===== config.mk =====
export PLATFORM = sky130hd
export DESIGN_NAME = qu_rob
export DESIGN_NICKNAME = d
export VERILOG_FILES = /design/src/rtl/qu_rob.sv
export SDC_FILE = /design/constraint.sdc
export NUM_CORES = 1
export LEC_CHECK = 0
export ABC_CLOCK_PERIOD_IN_PS = 3400
export CAP_MARGIN = 15
export CORE_MARGIN = 2
export CORE_UTILIZATION = 59
export DETAILED_ROUTE_END_ITERATION = 8
export PLACE_DENSITY = 0.81
export SLEW_MARGIN = 20
export SYNTH_ARGS = -nofsm -noshare
export SYNTH_HDL_FRONTEND = slang
export SYNTH_SLANG_ARGS = --single-unit

===== constraint.sdc =====
create_clock -name clk -period 3.4 [get_ports clk]
set_clock_uncertainty 0.15 [all_clocks]
set_input_delay 0.34 -clock clk [delete_from_list [all_inputs] [get_ports clk]]
set_output_delay 0.34 -clock clk [all_outputs]
set_load 0.03 [all_outputs]

===== src/rtl/qu_rob.sv =====
`default_nettype none
// ============================================================================
// Module   : qu_rob
// Purpose  : Reorder buffer. Dispatch allocates entries at the tail, issue and
//            writeback advance each entry through its lifecycle, and completed
//            entries commit to the physical register file strictly in
//            allocation order from the head.
// Ports    : clk, rst                          - clock, sync active-high reset
//            alloc_valid_i/dest_i/ready_o/addr_o - dispatch allocation
//            issue_valid_i/addr_i              - entry issued to a unit
//            wb_valid_i/addr_i/value_i         - execution result broadcast
//            rd_addr_i/rd_value_o/rd_ready_o   - operand lookup
//            commit_valid_o/dest_o/value_o, commit_ready_i - in-order retire
//            flush_i                           - discard all entries
//            count_o/full_o/empty_o            - occupancy status
// Revision : 1.0 - initial release
// ============================================================================
module qu_rob #(
  parameter int ROB_DEPTH         = 8,
  parameter int PHY_RF_ADDR_WIDTH = 7
) (
  input  logic                          clk,
  input  logic                          rst,
  input  logic                          alloc_valid_i,
  input  logic [PHY_RF_ADDR_WIDTH-1:0]  alloc_dest_i,
  output logic                          alloc_ready_o,
  output logic [$clog2(ROB_DEPTH)-1:0]  alloc_addr_o,
  input  logic                          issue_valid_i,
  input  logic [$clog2(ROB_DEPTH)-1:0]  issue_addr_i,
  input  logic                          wb_valid_i,
  input  logic [$clog2(ROB_DEPTH)-1:0]  wb_addr_i,
  input  logic [31:0]                   wb_value_i,
  input  logic [$clog2(ROB_DEPTH)-1:0]  rd_addr_i,
  output logic [31:0]                   rd_value_o,
  output logic                          rd_ready_o,
  output logic                          commit_valid_o,
  output logic [PHY_RF_ADDR_WIDTH-1:0]  commit_dest_o,
  output logic [31:0]                   commit_value_o,
  input  logic                          commit_ready_i,
  input  logic                          flush_i,
  output logic [$clog2(ROB_DEPTH):0]    count_o,
  output logic                          full_o,
  output logic                          empty_o
);

  localparam int AW = $clog2(ROB_DEPTH);

  localparam logic [1:0] ST_EMPTY   = 2'b00;
  localparam logic [1:0] ST_RETIRED = 2'b01;
  localparam logic [1:0] ST_EXECUTE = 2'b10;
  localparam logic [1:0] ST_PENDING = 2'b11;

  logic [1:0]                   state_q [ROB_DEPTH];
  logic [1:0]                   state_d [ROB_DEPTH];
  logic [31:0]                  value_q [ROB_DEPTH];
  logic [31:0]                  value_d [ROB_DEPTH];
  logic [PHY_RF_ADDR_WIDTH-1:0] dest_q  [ROB_DEPTH];
  logic [PHY_RF_ADDR_WIDTH-1:0] dest_d  [ROB_DEPTH];

  logic [AW-1:0] head_q, head_d;
  logic [AW-1:0] tail_q, tail_d;
  logic [AW:0]   count_q, count_d;

  logic alloc_fire;
  logic commit_fire;

  // Status and lookup outputs come straight from registered state, so a
  // writeback in the current cycle is only visible from the next cycle.
  assign full_o         = (count_q == (AW+1)'(ROB_DEPTH));
  assign empty_o        = (count_q == '0);
  assign count_o        = count_q;
  assign alloc_ready_o  = !full_o;
  assign alloc_addr_o   = tail_q;
  assign commit_valid_o = (state_q[head_q] == ST_RETIRED) && !flush_i;
  assign commit_dest_o  = dest_q[head_q];
  assign commit_value_o = value_q[head_q];
  assign rd_value_o     = value_q[rd_addr_i];
  assign rd_ready_o     = (state_q[rd_addr_i] == ST_RETIRED);

  assign alloc_fire  = alloc_valid_i && alloc_ready_o && !flush_i;
  assign commit_fire = commit_valid_o && commit_ready_i;

  // Per-entry next state. Writeback outranks issue so that a same-cycle
  // issue+writeback lands in RETIRED. Commit only targets a RETIRED head and
  // allocation only targets an EMPTY tail, so neither can collide with a
  // legal issue/writeback on the same entry.
  always_comb begin
    for (int i = 0; i < ROB_DEPTH; i++) begin
      state_d[i] = state_q[i];
      value_d[i] = value_q[i];
      dest_d[i]  = dest_q[i];
      if (wb_valid_i && (wb_addr_i == AW'(i)) &&
          ((state_q[i] == ST_PENDING) || (state_q[i] == ST_EXECUTE))) begin
        state_d[i] = ST_RETIRED;
        value_d[i] = wb_value_i;
      end else if (issue_valid_i && (issue_addr_i == AW'(i)) &&
                   (state_q[i] == ST_PENDING)) begin
        state_d[i] = ST_EXECUTE;
      end
      if (commit_fire && (head_q == AW'(i))) begin
        state_d[i] = ST_EMPTY;
      end
      if (alloc_fire && (tail_q == AW'(i))) begin
        state_d[i] = ST_PENDING;
        dest_d[i]  = alloc_dest_i;
        value_d[i] = '0;
      end
      if (flush_i) begin
        state_d[i] = ST_EMPTY;
      end
    end
  end

  // Pointers wrap naturally because ROB_DEPTH is a power of two.
  always_comb begin
    head_d  = head_q;
    tail_d  = tail_q;
    count_d = count_q;
    if (flush_i) begin
      head_d  = '0;
      tail_d  = '0;
      count_d = '0;
    end else begin
      if (commit_fire) begin
        head_d = head_q + AW'(1);
      end
      if (alloc_fire) begin
        tail_d = tail_q + AW'(1);
      end
      case ({alloc_fire, commit_fire})
        2'b10:   count_d = count_q + (AW+1)'(1);
        2'b01:   count_d = count_q - (AW+1)'(1);
        default: count_d = count_q;
      endcase
    end
  end

  always_ff @(posedge clk) begin
    if (rst) begin
      for (int i = 0; i < ROB_DEPTH; i++) begin
        state_q[i] <= ST_EMPTY;
        value_q[i] <= '0;
        dest_q[i]  <= '0;
      end
      head_q  <= '0;
      tail_q  <= '0;
      count_q <= '0;
    end else begin
      for (int i = 0; i < ROB_DEPTH; i++) begin
        state_q[i] <= state_d[i];
        value_q[i] <= value_d[i];
        dest_q[i]  <= dest_d[i];
      end
      head_q  <= head_d;
      tail_q  <= tail_d;
      count_q <= count_d;
    end
  end

endmodule
`default_nettype wire


# Word-level counts from Yosys, hierarchy flattened
# Memories as Yosys holds them, arrays and structs flattened. A register that Yosys moved wholly into a read port is not among the register bits.
# Index checks and enable logic that the tools add are counted.
# totals
register_bits	10
mem_bits_rw	328
inputBits	55
out_inout_bits	83
memories	3
# classes
n_addsub	4
n_eq_ne	65
n_mux	98
bitwise_logic	24
n_reduce_logical	85
# memory_table
name	depth	width	read_ports	rd_clocked_by_memory_dff	write_ports	line_no	rtl
value_q	8	32	2	1	8	55	logic [31:0] value_q [ROB_DEPTH];
dest_q	8	7	1	1	8	57	logic [PHY_RF_ADDR_WIDTH-1:0] dest_q [ROB_DEPTH];
state_q	8	2	10	1	8	53	logic [1:0] state_q [ROB_DEPTH];
# op_table
operator	count
2-to-1 mux 32 bit	24
2-to-1 mux 7 bit	16
2-to-1 mux 2 bit	48
logical AND 1 bit	52
equality test 3 bit (second input constant)	16
equality test 2 bit (second input constant)	17
AND reduction 2 bit	16
equality test 3 x 2 -> 1 bit (second input constant)	8
OR 1 bit	24
2-to-1 mux 3 bit	6
inequality test 2 bit (second input constant)	8
equality test 3 x 1 -> 1 bit (second input constant)	4
logical NOT 3 bit	4
logical OR 1 bit	8
inequality test 1 bit (second input constant)	8
case mux 4 bit (2 select lines)	1
adder 3 x 1 -> 3 bit (second input constant)	2
equality test 2 x 1 -> 1 bit (second input constant)	3
adder 4 x 1 -> 4 bit (second input constant)	1
equality test 4 bit (second input constant)	1
logical NOT 4 bit	1
subtractor 4 x 1 -> 4 bit (second input constant)	1
2-to-1 mux 1 bit	3
logical NOT 1 bit	2
2 further kinds	2

# Depth between registers and ports, before layout
# logic_depth
ltp_word	9
depth_mapped	12
ltp_nobuf	11

# Worst setup path after synthesis
# No wires, ideal clock.
# synth_timing
path_type	register to register
startpoint	register count_q[3], in the netlist count_o[3]
endpoint	memory value_q[1][0] (enable)
t_arrival_ns	2.594
t_required_ns	2.768
path_slack_ns	0.174
path_stages_with_launch	9
n_path_buf	3
period_less_slack_ns	3.226
cell_sequence	dfxtp_1 or4b_1 buf_2 and2_4 buf_6 nand3_2 buf_2 nand2b_1 nand2b_1
# synth_lines
item	line_no	rtl
start, declared	62	logic [AW:0] count_q, count_d;
start signal, assigned	156	count_q <= count_d;
end, declared	55	

==> results.cfg <==
[synth]
synth-seq-cells = 341
synth.distinct_cells = 46
synthArstFlopShare_pct = 0
synthFlopType = edfxtp_1
syn-cell-area_sq_um = 17700
yosysWarnings = 0
seq_area_frac_synth_pct = 56.3
synth_common_cells = 312 x edfxtp_1, 256 x and2_1, 146 x mux4_2
syn-num-nets = 1217
synth_top_area_share_pct = 53.0
netlist_instances = 1146
yosys.area.top_type = edfxtp_1
synth_edf_count = 312
synth.avg_cell_area_sq_um = 15.4
synth_most_common_cell = edfxtp_1
synth_area_leaders = edfxtp_1 53%, mux4_2 19%, and2_1 9.1%

[global_route]
grt_pass1_vias = 11300
grt_overflow_total = 0
grt_max_degree = 66
grt_first_pass_wirelength_um = 65400
grt_usage_pct = 28.4
antenna_found_initial = 4

[final_layout]
seq_area_sq_um = 9960
area_growth_pct = 17.3
multiInputGateArea_sq_um = 7210
drive_gt1_share_pct = 26.3
nets = 1359
finish.utilization_pct = 70.1
nFillCells = 1920

[critical_path]
worst_setup_path_start_kind = register
path_cells = buf_12, mux4_2, mux2_2, clkdlybuf4s50_1
crit_arrival_ps = 2790
critPathSlowestCell = clkdlybuf4s50_1
cpPeakStageDelay_ps = 610
r2r-start = state_q[2][0]$_SDFFE_PP0P_
path_class = register to output port
worstPathMaxFanout = 44
cp-end-kind = output port
worst_ep_required_time_ps = 2910

[placement]
gp_congestion = 0.856
portBuffers = 137
hpwl_um = 26300
post-place-ws_ps = 442

[timing]
max_freq_mhz = 305
finalSetupTns_ps = 0
rsz0062_at_grt = no
final.period_utilization_pct = 96.4
relSlewSlack_pct = 40.2
finalMaxSlewViolations = 0
whs_ps = 376
tightest_slew_ps = 895
setup-violations-final = 0
layout_setup_ws_ps = 122
hold_viol = 0
period_needed_ps = 3280

[clock_tree]
cts_root_buf = clkbuf_16
clk_pin_slew_worst_paths_ps = 70
postCtsSetupRepairBufs = 0
cts_resized = 1
cts_buffers = 37
htreeDepth = 2
postCtsHoldBufs = 0
clock_sinks = 341
insertion_delay_ps = 530
cts_tree = yes
clock_path_buffers = 3

[route]
antenna_left = 0
route.detailed.drc = 0
avgRoutedWirePerCell_um = 25.4
dr.pass1.iters = 5
vias_per_cell = 6.31
drt-initial-drc-count = 1215
routed_wirelength_um = 43300
num_vias = 10700

[hold_path]
min_from = state_q[2][1]$_SDFFE_PP0P_
holdCritPathClass = register to register

[floorplanning]
die-area_sq_um = 31300
coreArea_sq_um = 29600
die_h_um = 177
fp-row-count = 63
initial_core_util_pct = 59.8
die_w_um = 177
ios = 138

[power]
p_leak_nw = 7.28
ir_drop_mv = 0.377
power_density_nw_per_um2 = 464

[outcome]
outcome = finished, final reports clean

[flow_run]
maxCapViolations = 0
sequential cells by signal, summed over array words and instances, names as in the netlist, named ones only:
name          flops
alloc_addr_o      3
count_o           4
dest_q           56
head_q            3
state_q          16
value_q         256
cells by family after synthesis:
logic type	after synthesis	synth area share [%]
adders and majority gates	16	1.18
DFF	341	56.3
muxes	220	23.4
xor gates and xnor gates	4	0.198
buffers and inverters	100	2.95
and+or+nand+nor	424	14.5
AOI/OAI and AO/OA	41	1.48
worst max-delay path, delay by kind of cell (launching register included):
family,cells,cell delay (ps)
multiplexers,2,880
flip-flops,1,400
buffers and inverters,2,950
final cells by class:
type / count / share of cell area [%]
well taps: 390 / 2.36
multi-input cells: 705 / 34.8
flip-flops and latches: 341 / 48.1
diodes: 2 / 0.0242
clock buffers: 43 / 4.78
inverters: 20 / 0.362
repair buffers: 183 / 9.09
clock inverters: 18 / 0.483
stage by stage:
stage	std cells	total power, mW	cell area (sq um)
2_1_floorplan	1146	5.54	17700
3_3_place_gp	1639	5.99	19600
3_5_place_dp	1639	6.02	19600
4_1_cts	1700	9.63	20700
5_1_grt	1702	9.87	20700
6_report	1702	9.60	20700
path summary, 6_finish.rpt:
check | endpoint | slack [ps] | depth (start not counted)
min reg2reg | state_q[2][1]$_SDFFE_PP0P_ | 380 | 2
min | state_q[2][1]$_SDFFE_PP0P_ | 380 | 2
max | commit_value_o[30] | 120 | 4
max reg2reg | count_o[3]$_SDFFE_PP0P_ | 380 | 11
where the power goes:
part | internal [mW] | leakage [nW] | switching, mW
clock | 2.08 | 0.535 | 1.58
combinational | 0.509 | 3.33 | 0.573
sequential | 4.77 | 3.42 | 0.0900
total | 7.36 | 7.28 | 2.24
per-layer routing:
metal  vias up  track usage [%]  routed length, um
met5         -                0                  0
met4         0             11.0               1430
met3        92             4.10               3110
met2       537             50.4              22800
met1      5452             35.3              16000
li1       4653                -                  -
cells in the final DEF, fill, tap and decap left out, types with 4 or more instances in the layout:
| cell | synthesis | final |
|---|---|---|
| nand3_2 | 5 | 5 |
| edfxtp_1 | 312 | 312 |
| dfxtp_1 | 29 | 26 |
| mux2_2 | 73 | 73 |
| a211oi_1 | 4 | 4 |
| clkinv_2 | 0 | 6 |
| inv_1 | 20 | 20 |
| clkinv_1 | 0 | 7 |
| clkdlybuf4s50_1 | 0 | 134 |
| nor4_1 | 8 | 8 |
| clkbuf_16 | 0 | 39 |
| mux4_2 | 146 | 146 |
| a21oi_1 | 11 | 11 |
| nor3b_1 | 5 | 5 |
| nor3_1 | 5 | 5 |
| nand2_1 | 16 | 16 |
| buf_4 | 0 | 32 |
| nand2b_1 | 20 | 14 |
| ha_1 | 15 | 15 |
| clkbuf_1 | 40 | 4 |
| buf_12 | 0 | 14 |
| nand3b_1 | 4 | 4 |
| o21ai_0 | 8 | 8 |
| nor2b_1 | 12 | 12 |
| and2_1 | 256 | 256 |
| nor3b_4 | 5 | 5 |
| nor2_1 | 59 | 57 |
| a21boi_0 | 6 | 6 |
| nand2b_2 | 0 | 6 |
| nand3_1 | 14 | 14 |
Power figures use the tool's default switching activity.
